`config.mk`:
```
export PLATFORM = sky130hd
export DESIGN_NAME = sync_up_counter_flat
export DESIGN_NICKNAME = d
export VERILOG_FILES = /design/src/rtl/sync_up_counter_pkg.sv /design/src/rtl/sync_up_counter_if.sv /design/src/rtl/sync_up_counter_cnt_next_state.sv /design/src/rtl/sync_up_counter.sv /design/src/flat_wrapper.sv
export SDC_FILE = /design/constraint.sdc
export NUM_CORES = 1
export LEC_CHECK = 0
export CORE_AREA = 2 2 39 41
export CTS_BUF_LIST = sky130_fd_sc_hd__clkbuf_8
export DETAILED_ROUTE_END_ITERATION = 10
export DIE_AREA = 0 0 41 43
export GPL_TIMING_DRIVEN = 1
export MAX_ROUTING_LAYER = met4
export PLACE_DENSITY_LB_ADDON = 0.1
export SYNTH_ARGS = -nofsm -noshare
export SYNTH_HDL_FRONTEND = slang
export SYNTH_HIERARCHICAL = 1
export SYNTH_SLANG_ARGS = --single-unit
```
`constraint.sdc`:
```
create_clock -name clk -period 2.4 [get_ports clk]
set_input_delay 0.48 -clock clk [delete_from_list [all_inputs] [get_ports clk]]
set_output_delay 0.48 -clock clk [all_outputs]
set_load 0.02 [all_outputs]
```
`src/rtl/sync_up_counter_pkg.sv`:
```
// Purpose: shared constants and next-state select encoding for sync_up_counter.
// Latency: n/a (types, constants and one pure helper function only).
// Backpressure: n/a.
package sync_up_counter_pkg;

    localparam int          CNT_WIDTH_DEF   = 4;
    localparam int unsigned CNT_RST_VAL_DEF = 0;

    // Which source feeds the count register on the next edge.
    typedef logic [1:0] sel_t;
    localparam sel_t SEL_HOLD = 2'd0;
    localparam sel_t SEL_LOAD = 2'd1;
    localparam sel_t SEL_INC  = 2'd2;
    localparam sel_t SEL_WRAP = 2'd3;

    // Priority: load > count > hold. Reset is handled by the register itself.
    // at_top covers both out==max_val and out>max_val (after a load or when
    // max_val is lowered), so the count can never walk past the terminal value.
    function automatic sel_t sel_next(input logic load, input logic en, input logic at_top);
        sel_t sel;
        if (load) begin
            sel = SEL_LOAD;
        end else if (en) begin
            sel = at_top ? SEL_WRAP : SEL_INC;
        end else begin
            sel = SEL_HOLD;
        end
        return sel;
    endfunction

endpackage

```
`src/rtl/sync_up_counter_if.sv`:
```
// Purpose: control/status bundle between a counter and whoever drives it.
// Latency: n/a (wiring only). Backpressure: none, the counter accepts every cycle.
// Signals: en, load, load_val, max_val (master -> counter); out, tc, wrap (counter -> master).
interface sync_up_counter_if
    import sync_up_counter_pkg::*;
#(
    parameter int WIDTH = CNT_WIDTH_DEF
);
    logic             en;
    logic             load;
    logic [WIDTH-1:0] load_val;
    logic [WIDTH-1:0] max_val;
    logic [WIDTH-1:0] out;
    logic             tc;
    logic             wrap;

    modport master (
        output en, load, load_val, max_val,
        input  out, tc, wrap
    );

    modport slave (
        input  en, load, load_val, max_val,
        output out, tc, wrap
    );
endinterface

```
`src/rtl/sync_up_counter_cnt_next_state.sv`:
```
// Purpose: combinational next-count / next-wrap decode for sync_up_counter.
// Latency: 0 cycles (pure combinational). Backpressure: none.
// Ports: i_out, i_en, i_load, i_load_val, i_max_val -> o_next_out, o_next_wrap.
// SYNC_UP_COUNTER_SAT_EN: when defined, the terminal case clamps at max_val and never wraps.
module sync_up_counter_cnt_next_state
    import sync_up_counter_pkg::*;
#(
    parameter int WIDTH = CNT_WIDTH_DEF
) (
    input  logic [WIDTH-1:0] i_out,
    input  logic             i_en,
    input  logic             i_load,
    input  logic [WIDTH-1:0] i_load_val,
    input  logic [WIDTH-1:0] i_max_val,
    output logic [WIDTH-1:0] o_next_out,
    output logic             o_next_wrap
);

    logic w_at_top;
    sel_t w_sel;

    assign w_at_top = (i_out >= i_max_val);
    assign w_sel    = sel_next(i_load, i_en, w_at_top);

    always_comb begin
        o_next_out  = i_out;
        o_next_wrap = 1'b0;
        case (w_sel)
            SEL_LOAD: o_next_out = i_load_val;
            SEL_INC:  o_next_out = i_out + WIDTH'(1);
            SEL_WRAP: begin
`ifdef SYNC_UP_COUNTER_SAT_EN
                // Clamp: also pulls an above-range value back down to max_val.
                o_next_out  = i_max_val;
`else
                o_next_out  = '0;
                o_next_wrap = 1'b1;
`endif
            end
            default: begin
                o_next_out  = i_out;
                o_next_wrap = 1'b0;
            end
        endcase
    end

endmodule

```
`src/rtl/sync_up_counter.sv`:
```
// Purpose: enable-gated, loadable up counter with programmable terminal value; tc cascades.
// Latency: out/wrap update one clk edge after en/load are sampled; tc is same-cycle combinational.
// Backpressure: none; clk, rst (sync, active-low) plus cnt_if (slave) carrying en/load/load_val/max_val/out/tc/wrap.
// SYNC_UP_COUNTER_SAT_EN: saturating mode (holds at max_val, wrap tied low).
module sync_up_counter
    import sync_up_counter_pkg::*;
#(
    parameter int          WIDTH   = CNT_WIDTH_DEF,
    parameter int unsigned RST_VAL = CNT_RST_VAL_DEF
) (
    input  logic             clk,
    input  logic             rst,
    sync_up_counter_if.slave cnt_if
);

    localparam logic [WIDTH-1:0] RST_VAL_W = WIDTH'(RST_VAL);

    logic [WIDTH-1:0] r_out;
    logic             r_wrap;
    logic [WIDTH-1:0] w_next_out;
    logic             w_next_wrap;

    sync_up_counter_cnt_next_state #(
        .WIDTH (WIDTH)
    ) u_next (
        .i_out       (r_out),
        .i_en        (cnt_if.en),
        .i_load      (cnt_if.load),
        .i_load_val  (cnt_if.load_val),
        .i_max_val   (cnt_if.max_val),
        .o_next_out  (w_next_out),
        .o_next_wrap (w_next_wrap)
    );

    // Reset beats everything, including a wrap that would otherwise fire this edge.
    always_ff @(posedge clk) begin
        if (!rst) begin
            r_out  <= RST_VAL_W;
            r_wrap <= 1'b0;
        end else begin
            r_out  <= w_next_out;
            r_wrap <= w_next_wrap;
        end
    end

    assign cnt_if.out  = r_out;
    assign cnt_if.wrap = r_wrap;
    // Combinational so an upstream tc can gate a downstream en in the same cycle.
    assign cnt_if.tc   = cnt_if.en & (r_out >= cnt_if.max_val);

endmodule

```
`src/flat_wrapper.sv`:
```
// flat-port wrapper written by rule: the top's interface ports become plain ports
module sync_up_counter_flat import sync_up_counter_pkg::*;
#(
    parameter int          WIDTH   = CNT_WIDTH_DEF,
    parameter int unsigned RST_VAL = CNT_RST_VAL_DEF
)
  (clk, rst, cnt_if_en, cnt_if_load, cnt_if_load_val, cnt_if_max_val, cnt_if_out, cnt_if_tc, cnt_if_wrap);
  sync_up_counter_if #(.WIDTH(WIDTH)) cnt_if_i ();
  input  logic clk;
  input  logic rst;
  input wire logic [$bits(cnt_if_i.en)-1:0] cnt_if_en;
  input wire logic [$bits(cnt_if_i.load)-1:0] cnt_if_load;
  input wire logic [$bits(cnt_if_i.load_val)-1:0] cnt_if_load_val;
  input wire logic [$bits(cnt_if_i.max_val)-1:0] cnt_if_max_val;
  output wire logic [$bits(cnt_if_i.out)-1:0] cnt_if_out;
  output wire logic [$bits(cnt_if_i.tc)-1:0] cnt_if_tc;
  output wire logic [$bits(cnt_if_i.wrap)-1:0] cnt_if_wrap;
  assign cnt_if_i.en = cnt_if_en;
  assign cnt_if_i.load = cnt_if_load;
  assign cnt_if_i.load_val = cnt_if_load_val;
  assign cnt_if_i.max_val = cnt_if_max_val;
  assign cnt_if_out = cnt_if_i.out;
  assign cnt_if_tc = cnt_if_i.tc;
  assign cnt_if_wrap = cnt_if_i.wrap;
  sync_up_counter #(.WIDTH(WIDTH), .RST_VAL(RST_VAL)) u_core (.clk(clk), .rst(rst), .cnt_if(cnt_if_i));
endmodule
```
==> Word-level counts from Yosys, hierarchy flattened <==
Index checks and enable logic that the tools add are counted.
{ "totals": {"ff_bits": 5, "latch_bits": 0, "ram_bits": 0, "romBits": 0, "input_bits": 12, "out_inout_bits": 6, "wordCells": 14, "mem_count": 0} }
{ "classes": {"add_sub_neg": 1, "multipliers": 0, "div_mod_pow": 0, "order_cmp": 1, "n_eq_ne": 3, "n_shift": 0, "n_mux": 5, "bitwise_logic": 1, "n_reduce_logical": 1} }
{ "op_table": {"columns": ["operator", "count"], "rows": [
  ["4-bit case mux with 3 select lines", 1],
  ["4-bit by 1-bit adder with 4-bit output, second input constant", 1],
  ["2-bit equality test, second input constant", 2],
  ["4-bit greater-or-equal comparator", 1],
  ["2-bit 2-to-1 mux", 2],
  ["3-bit nonzero test", 1],
  ["2-bit by 1-bit equality test with 1-bit output, second input constant", 1],
  ["1-bit 2-to-1 mux", 2],
  ["1-bit bitwise AND", 1]
]} }

==> Logic depth before layout (Yosys ltp) <==
{ "depth": {"depth_word": 6, "mapped_depth": 6, "mapped_depth_nobuf": 6} }

==> By module <==
Netlist, hierarchy kept.
{ "modules_own_cells": {"columns": ["module", "instances", "cells_each", "area_each_um2", "seq_area_each_um2"], "rows": [
  ["sync_up_counter_cnt_next_state", 1, 32, 242.7, 0.0],
  ["sync_up_counter", 1, 24, 230.2, 100.1]
]} }

==> Worst setup path after synthesis <==
OpenSTA, ideal clock, no wires.
{ "synth_timing": {"path_type": "register to output", "startpoint": "register u_core.r_out[0] (netlist: u_core/cnt_if.out[0])", "endpoint": "output port cnt_if_tc", "t_arrival_ns": 1.305, "t_required_ns": 1.920, "slack_ns": 0.615, "stages_incl_launch_ff": 6, "path_buffers": 0, "cell_sequence": "dfxtp_1 inv_1 ha_1 nor2_1 a21o_1 a21oi_2"} }
{ "synth_via": {"elab_chain_cells": 2} }
{ "synth_lines": {"columns": ["element", "line", "rtl"], "rows": [
  ["start, declared", "sync_up_counter.sv:18", "logic [WIDTH-1:0] r_out;"],
  ["start signal, assigned", "sync_up_counter.sv:41", "r_out <= w_next_out;"],
  ["4-bit greater-or-equal comparator", "sync_up_counter.sv:49", "assign cnt_if.tc = cnt_if.en & (r_out >= cnt_if.max_val);"],
  ["1-bit bitwise AND", "sync_up_counter.sv:49", null],
  ["end, declared", "flat_wrapper.sv:16", "output wire logic [$bits(cnt_if_i.tc)-1:0] cnt_if_tc;"]
]} }
Every way passes these cells.

==> Worst setup path after layout <==
{ "layout_timing": {"startpoint": "input port cnt_if_max_val[1]", "endpoint": "output port cnt_if_tc"} }
{ "layout_via": {"elab_chain_cells": 2} }
{ "layout_lines": {"columns": ["element", "line", "rtl"], "rows": [
  ["start, declared", "flat_wrapper.sv:14", "input wire logic [$bits(cnt_if_i.max_val)-1:0] cnt_if_max_val;"],
  ["4-bit greater-or-equal comparator", "sync_up_counter.sv:49", null],
  ["1-bit bitwise AND", "sync_up_counter.sv:49", null]
]} }
Every way passes these cells.

==> results.toml <==
[run_status]
status = "finished clean"

[cts]
clockRootBuffer = "clkbuf_8"
clock_sinks = 5
cts_buffers = 3
path_clk_slew_ps = 30
htree_levels = 1
cts_setup_buffers = 0
cts_tree = "built"
cts_buffer_depth = 2
clk_latency_ps = 220
hold_buffers = 0

[route]
wl_per_cell_um = 10.4
drt_iter0_drc = 8
wl_um = 1020
via_per_inst = 4.44
num_vias = 435
drc_errors = 0
drtAntennaViolNets = 0
first_pass_iters = 4

[yosys]
synth_nets = 77
synth_area_per_cell_sq_um = 8.45
synth.distinct_cells = 21
synth_edf_count = 0
syn_area_sq_um = 473
async_flop_share_pct = 0
synth.ff_latch_count = 5
ys.flop_type = "dfxtp_1"
yosysSeqAreaShare_pct = 21.2
netlist_instances = 56
yosys_warnings = 6

[setup_path]
cp_max_fo = 2
r2r-end = "u_core/cnt_if.wrap"
rrSetupSlack_ps = 770
r2r_start = "u_core/cnt_if.out[0]"
r2r_cells = 7
required_ps = 1920
startpoint_type = "primary input"
critical_path_arrival_ps = 1770
endpoint_kind = "output port"
path_class = "primary input to output port"

[layout]
seq_area_sq_um = 100
finish.instance_area_sq_um = 737
multiInputGateArea_sq_um = 324
post-route-util_pct = 53.3
layout_common_cells = "clkdlybuf4s50_1, inv_1, ha_1"
num-fill-cells = 139
syn_to_final_growth_pct = 55.8
mostFrequentLayoutCell = "clkdlybuf4s50_1"
nNetsFinal = 104
diodes = 0
final_layout_size_suffix_gt1_share_pct = 18.3

[sta]
fmax_mhz = 444
setup_viol = 0
tightestPinTransition_ps = 320
post-route-period-util_pct = 93.8
fin_skew_ps = 0.990
rsz0062_at_grt = "false"
hold_violations = 0
finalMaxSlewViolations = 0
slew_headroom_pct = 78.6
fin_crit_ps = 2250

[run]
drv_cap = 0

[global_route]
grt_max_degree = 9
grt_use_total_pct = 14.1
grt_overflow = 0
grt_first_pass_wirelength_um = 1610
antenna_found_initial = 0
grt_pass1_vias = 389

[power]
p_per_area_nw_per_um2 = 467
vdd_ir_drop_max_v = 0.000303
finalPower_w = 0.000344
power.leakage_nw = 0.348

[die]
die_height_um = 43
core_sq_um = 1380
row_count = 14
die_w_um = 41
io_pins = 18
start_util_pct = 34.2
dieArea_sq_um = 1760

[place]
hpwl_um = 837
dpl_cell_area_sq_um = 697
gp_congestion = 0.720
port_buffers = 17

[hold_path]
whs_endpoint = "u_core/cnt_if.out[3]"
hold_class = "flip-flop to flip-flop"
hp-start = "u_core/cnt_if.out[3]"
hold_depth = 3
==> Yosys cell counts (2+ instances only) <==
library cell  number  area (sq um)
a21oi_1            2          10.0
o211ai_1           2          15.0
dfxtp_1            5           100
and2_1             5          31.3
o21ai_0            4          20.0
nor2_1             3          11.3
o21ai_1            2          10.0
ha_1               9           113
inv_1             10          37.5
a22oi_1            3          22.5
==> worst max path at each step <==
stage / startpoint / to / cells after the start
3_3_place_gp: cnt_if_max_val[1] / cnt_if_tc / 7
6_report: cnt_if_max_val[1] / cnt_if_tc / 7
5_1_grt: cnt_if_max_val[1] / cnt_if_tc / 7
3_5_place_dp: cnt_if_max_val[1] / cnt_if_tc / 7
2_1_floorplan: u_core/cnt_if.out[0] / cnt_if_tc / 5
4_1_cts: cnt_if_max_val[1] / cnt_if_tc / 7
==> what timing repair did <==
item,CTS,global route
pin swaps,0,0
setup endpoints to repair,1,1
gates resized for setup,2,1
==> sequential cells by signal (all words and copies together) (netlist names) <==
register	flops
u_core/cnt_if.out	4
u_core/cnt_if.wrap	1
==> metal layers <==
| metal | vias up | track usage [%] | wire length, um |
|---|---|---|---|
| met3 | 0 | 9.42 | 85 |
| met2 | 15 | 18.4 | 426 |
| met5 | - | - | 0 |
| met4 | 0 | 2.00 | 0 |
| met1 | 173 | 18.2 | 503 |
| li1 | 247 | - | - |
==> cell families after synthesis <==
| logic type | Yosys count | synth area share, % |
|---|---|---|
| xor gates and xnor gates | 2 | 3.70 |
| adders and majority gates | 9 | 23.8 |
| DFF | 5 | 21.2 |
| AOI/OAI and AO/OA | 16 | 23.3 |
| and+or+nand+nor | 13 | 17.7 |
| buffers and inverters | 11 | 10.3 |
==> through the flow <==
stage | cells | hold slack, ps | setup TNS, ps | setup slack [ps]
after floorplan | 56 | 602 | 0 | 615
after global placement | 94 | 696 | -271 | -271
after detailed placement | 94 | 704 | -272 | -272
final | 98 | 702 | 0 | 149
after global routing | 98 | 793 | 0 | 54.9
after CTS | 98 | 711 | 0 | 15.0
==> critical path: stages <==
cell,delay [ps]
clkdlybuf4s50_1,470
inv_1,50
ha_1,270
o21ai_1,60
a21o_1,160
a21oi_2,100
clkbuf_2,170
==> power by group <==
group / switching [W] / internal, W
clock: 0.0000393 / 0.000109
sequential: 0.00000387 / 0.0000887
combinational: 0.0000460 / 0.0000571
total: 0.0000892 / 0.000255
==> cell type report <==
type	instances	share of cell area, %
flip-flops and latches	5	13.6
inverters	10	5.09
multi-input cells	40	44.0
clock inverters	1	0.509
well taps	16	2.72
repair buffers	23	28.5
clock buffers	3	5.60
Power figures use the tool's default switching activity.
